## src/rtl/serial_add_pkg.sv

```systemverilog
// rtl/serial_add_pkg.sv - shared FSM encoding and uio bit map for the serial adder
package serial_add_pkg;

   typedef enum logic [1:0] {
      ST_IDLE = 2'd0,
      ST_RUN  = 2'd1,
      ST_DONE = 2'd2
   } state_t;

   localparam int UIO_START = 0;
   localparam int UIO_CIN   = 1;
   localparam int UIO_SUB   = 2;
   localparam int UIO_BUSY  = 0;
   localparam int UIO_DONE  = 1;

   localparam logic [7:0] UIO_OE_MASK = 8'h03;

   // Bit counter must be at least one bit wide, even for single-bit operands.
   function automatic int cnt_width(input int w);
      return (w > 1) ? $clog2(w) : 1;
   endfunction

endpackage

```

## src/rtl/full_adder_cell.sv

```systemverilog
// rtl/full_adder_cell.sv - single-bit combinational full adder
module full_adder_cell (
   input  logic a,
   input  logic b,
   input  logic ci,
   output logic s,
   output logic co
);

   assign s  = a ^ b ^ ci;
   assign co = (a & b) | (ci & (a ^ b));

endmodule

```

## src/rtl/tt_um_suhasm_serial_add_ctrl.sv

```systemverilog
// rtl/tt_um_suhasm_serial_add_ctrl.sv - bit-serial adder sequencer; SERIAL_ADD_SUB_EN enables A-B
module tt_um_suhasm_serial_add_ctrl
   import serial_add_pkg::*;
#(
   parameter int WIDTH = 4
) (
   input  logic       clk,
   input  logic       rst_n,
   input  logic       ena,
   input  logic [7:0] ui_in,
   input  logic [7:0] uio_in,
   output logic [7:0] uio_out,
   output logic [7:0] uio_oe,
   output logic [7:0] uo_out
);

   localparam int CW = cnt_width(WIDTH);
   localparam logic [CW-1:0] LAST = CW'(WIDTH - 1);

   state_t             state;
   logic [WIDTH-1:0]   a_sh;
   logic [WIDTH-1:0]   b_sh;
   logic [WIDTH-1:0]   sum_sh;
   logic [WIDTH:0]     result;
   logic [CW-1:0]      cnt;
   logic               carry;
   logic               busy;
   logic               done;

   logic               s;
   logic               co;
   logic               sub;
   logic [WIDTH:0]     sum_cat;
   logic [WIDTH-1:0]   sum_next;
   logic [WIDTH-1:0]   op_a;
   logic [WIDTH-1:0]   op_b;
   logic               unused_in;

   full_adder_cell u_fa (
      .a  (a_sh[0]),
      .b  (b_sh[0]),
      .ci (carry),
      .s  (s),
      .co (co)
   );

`ifdef SERIAL_ADD_SUB_EN
   assign sub = uio_in[UIO_SUB];
`else
   assign sub = 1'b0;
`endif

   assign op_a     = ui_in[WIDTH-1:0];
   assign op_b     = ui_in[4 +: WIDTH];
   assign sum_cat  = {s, sum_sh};
   assign sum_next = sum_cat[WIDTH:1];
   assign unused_in = ^{ui_in, uio_in};

   always_ff @(posedge clk or negedge rst_n) begin
      if (!rst_n) begin
         state  <= ST_IDLE;
         a_sh   <= '0;
         b_sh   <= '0;
         sum_sh <= '0;
         result <= '0;
         cnt    <= '0;
         carry  <= 1'b0;
         busy   <= 1'b0;
         done   <= 1'b0;
      end else if (ena) begin
         case (state)
            ST_IDLE, ST_DONE: begin
               if (uio_in[UIO_START]) begin
                  a_sh   <= op_a;
                  b_sh   <= sub ? ~op_b : op_b;
                  carry  <= sub ? 1'b1 : uio_in[UIO_CIN];
                  cnt    <= '0;
                  sum_sh <= '0;
                  state  <= ST_RUN;
                  busy   <= 1'b1;
                  done   <= 1'b0;
               end
            end
            ST_RUN: begin
               a_sh   <= a_sh >> 1;
               b_sh   <= b_sh >> 1;
               sum_sh <= sum_next;
               carry  <= co;
               cnt    <= cnt + 1'b1;
               if (cnt == LAST) begin
                  result <= {co, sum_next};
                  state  <= ST_DONE;
                  busy   <= 1'b0;
                  done   <= 1'b1;
               end
            end
            default: begin
               state <= ST_IDLE;
               busy  <= 1'b0;
               done  <= 1'b0;
            end
         endcase
      end
   end

   always_comb begin
      uio_out           = '0;
      uio_out[UIO_BUSY] = busy;
      uio_out[UIO_DONE] = done;
   end

   assign uio_oe = UIO_OE_MASK;
   assign uo_out = 8'(result);

endmodule

```

## config.mk

```make
export PLATFORM = sky130hd
export DESIGN_NAME = tt_um_suhasm_serial_add_ctrl
export DESIGN_NICKNAME = d
export VERILOG_FILES = /design/src/rtl/serial_add_pkg.sv /design/src/rtl/full_adder_cell.sv /design/src/rtl/tt_um_suhasm_serial_add_ctrl.sv
export SDC_FILE = /design/constraint.sdc
export NUM_CORES = 1
export LEC_CHECK = 0
export CAP_MARGIN = 20
export CORE_AREA = 2 2 69 45
export DETAILED_ROUTE_END_ITERATION = 10
export DIE_AREA = 0 0 71 47
export PLACE_DENSITY = 0.81
export SYNTH_ARGS = -nofsm -noshare
export SYNTH_HDL_FRONTEND = slang
export SYNTH_SLANG_ARGS = --single-unit
```

## constraint.sdc

```tcl
create_clock -name clk -period 4.1 [get_ports clk]
set_clock_uncertainty 0.05 [all_clocks]
set_input_delay 1.23 -clock clk [delete_from_list [all_inputs] [get_ports clk]]
set_output_delay 1.23 -clock clk [all_outputs]
set_load 0.1 [all_outputs]
```

==> flow_summary.json <==
{
  "setup.worst_path.end_class": "output port",
  "synth_top_area_share_pct": 44.8,
  "die_area_mm2": 0.00334,
  "port_buffers": 19,
  "power_density_mw_per_mm2": 902,
  "synth_area_leaders": "dfrtp_1 45%, mux2_4 15%, buf_4 12%",
  "netlist-cell-type-count": 20,
  "clkSlewWorstSetupHoldPaths_ns": 0.08,
  "die_y_um": 47,
  "io_pins": 43,
  "holdWs_ns": 0.458,
  "cts_buffer_depth": 2,
  "setup_viol": 0,
  "hp-start": "sum_sh[1]",
  "finalSetupTns_ns": 0,
  "leakagePower_nw": 0.685,
  "cts_tree": "yes",
  "synth-async-reset-ratio_pct": 100,
  "hold_class": "reg -> reg",
  "drt_pass1_iterations": 4,
  "seq_area_frac_synth_pct": 44.8,
  "numCtsBuffers": 3,
  "fill_cells": 236,
  "seqCellArea_um2": 551,
  "rows": 15,
  "critical_path.cell_chain": "clkdlybuf4s50_1",
  "required_ns": 2.82,
  "yosysTopAreaCell": "dfrtp_1",
  "final_cell_mix": "22 x dfrtp_1, 18 x clkdlybuf4s50_1, 17 x conb_1",
  "vias": 661,
  "grt.total_usage_pct": 12.3,
  "syn_area_mm2": 0.00123,
  "cp-start-kind": "register",
  "drive_above_1_share_pct": 25.9,
  "setup_slack_ns": 1.05,
  "multiInputGateArea_um2": 547,
  "coreArea_mm2": 0.00272,
  "post-route-drc-count": 0,
  "pwr-share-comb_pct": 53.9,
  "n_antenna_cell": 0,
  "synthCells": 97,
  "fin_crit_ns": 3.05,
  "place.gp.congestion": 0.712,
  "status": "finished, final reports clean",
  "numClockSinks": 22,
  "ys.flop_type": "dfrtp_1",
  "hpwl_um": 1360,
  "ctsHoldBuffers": 0,
  "synth_edf_count": 0,
  "ys_seq_elements": 22,
  "slew_headroom_pct": 35.7,
  "reg2reg_from": "state[0]",
  "cp.arrival_ns": 1.77,
  "fp.dieW_um": 71,
  "setup.worst_path.class": "reg -> out",
  "antenna_found_initial": 0,
  "root_buffer": "clkbuf_8",
  "period_share_pct": 74.4,
  "whs_path_depth": 1,
  "grt-ovfl-total": 0,
  "p_clk_share_pct": 15.6,
  "finalMaxSlewViolations": 0,
  "crit_family": "buffers and inverters",
  "power.internal_mw": 0.723,
  "sw_frac_of_total_pct": 43.8,
  "pre_cts_slack_ns": 1.19,
  "syn_to_final_growth_pct": 16.0,
  "clkLatencyLatePin_ns": 0.26,
  "min_to": "sum_sh[1]",
  "nets": 134,
  "grt_pass1_wl_um": 3040,
  "cts-resized-gates": 0,
  "grt_pass1_vias": 606,
  "ant_nets": 0,
  "worst_r2r_path_depth": 3,
  "post_cts_buffers": 0,
  "cts_max_level": 1,
  "power_switching_mw": 0.564,
  "grt_max_degree": 23,
  "ys.warnings.count": 0,
  "drt-wirelength-per-cell_um": 12.5,
  "irDropWorstVdd_mv": 0.350,
  "critPathMaxStageDelay_ns": 1.14,
  "final_common_cell": "dfrtp_1",
  "reg2reg_to": "a_sh[2]",
  "initial_core_util_pct": 45.2,
  "worst_pin_slew_ns": 0.962,
  "worst-r2r-setup-slack_ns": 2.41,
  "critPathBufInv": 1,
  "drt-total-wl_um": 1820,
  "worstPathMaxFanout": 3,
  "hold_viol_final": 0,
  "post_synth.cell_area_avg_um2": 12.7,
  "rsz0062_at_grt": "no",
  "p_seq_share_pct": 30.5,
  "slowest_stage": "clkdlybuf4s50_1",
  "vias_per_cell": 4.53,
  "maxCapViolations": 0,
  "fmax_ghz": 0.328,
  "crit_start": "busy",
  "drt_iter0_markers": 25
}
## worst max-delay path by stage
| stage | to | depth (start not counted) | slack [ns] |
|---|---|---|---|
| 2_1_floorplan | result[0] | 5 | 1.80 |
| 3_3_place_gp | b_sh[1] | 4 | 1.20 |
| 3_5_place_dp | b_sh[1] | 4 | 1.19 |
| 4_1_cts | uio_out[0] | 1 | 1.04 |
| 5_1_grt | uio_out[0] | 1 | 1.00 |
| 6_report | uio_out[0] | 1 | 1.05 |
## per-layer routing
metal	vias to the layer above	wire (um)	GRT usage (%)	share of wire [%]
li1	323	-	-	-
met3	2	115	5.15	6.3
met1	313	905	16.7	50
met2	23	792	19.3	43
met4	0	10	2.26	0.55
met5	-	0	0	0
## flip-flops by register name (all words and copies together), names as in the netlist
register  cells
cnt           2
result        5
busy          1
carry         1
sum_sh        3
state         2
b_sh          4
a_sh          4
## stage by stage
| stage | cells | total power, mW | area (um2) | utilization [%] |
|---|---|---|---|---|
| final | 146 | 1.29 | 1430 | 52.4 |
| after global routing | 146 | 1.36 | 1430 | 52.4 |
| after CTS | 145 | 1.30 | 1400 | 51.4 |
| after detailed placement | 141 | 1.09 | 1330 | 48.8 |
| after global placement | 141 | 1.07 | 1330 | 48.8 |
| after floorplan | 112 | 1.01 | 1290 | - |
## power by group through the flow
stage / clock (mW) / combinational (mW) / sequential [mW]
after floorplan: 0 / 0.484 / 0.528
after global placement: 0 / 0.680 / 0.389
after detailed placement: 0 / 0.696 / 0.397
after CTS: 0.207 / 0.696 / 0.393
after global routing: 0.219 / 0.735 / 0.408
final: 0.201 / 0.693 / 0.393
## cells by family (layout without fill, tap and decap cells)
kind of cell | Yosys count | after routing | share of synthesized area (%)
multiplexers | 20 | 20 | 22.0
flip-flops | 22 | 22 | 44.8
AO/OA/AOI/OAI | 14 | 14 | 8.65
buffers and inverters | 24 | 24 | 15.4
other | 2 | 17 | 0.611
adder cells (fa/ha/maj) | 2 | 2 | 2.64
AND/OR/NAND/NOR | 13 | 13 | 6.00
## Yosys cell counts (2+ instances only)
cell type,number
buf_6,3
o21ai_0,4
a31oi_1,2
o2bb2ai_1,2
mux2_4,12
buf_4,20
mux2_2,8
dfrtp_1,22
a22o_1,4
nand2_1,7
nor2b_1,3
conb_1,2
## cell type report
type	count	area share, %
Sequential cell	22	38.6
Multi-Input combinational cell	66	38.3
Timing Repair Buffer	20	15.1
Tap cell	34	2.98
Clock buffer	3	2.89
Clock inverter	1	2.11
(Power assumes the default switching activity.)
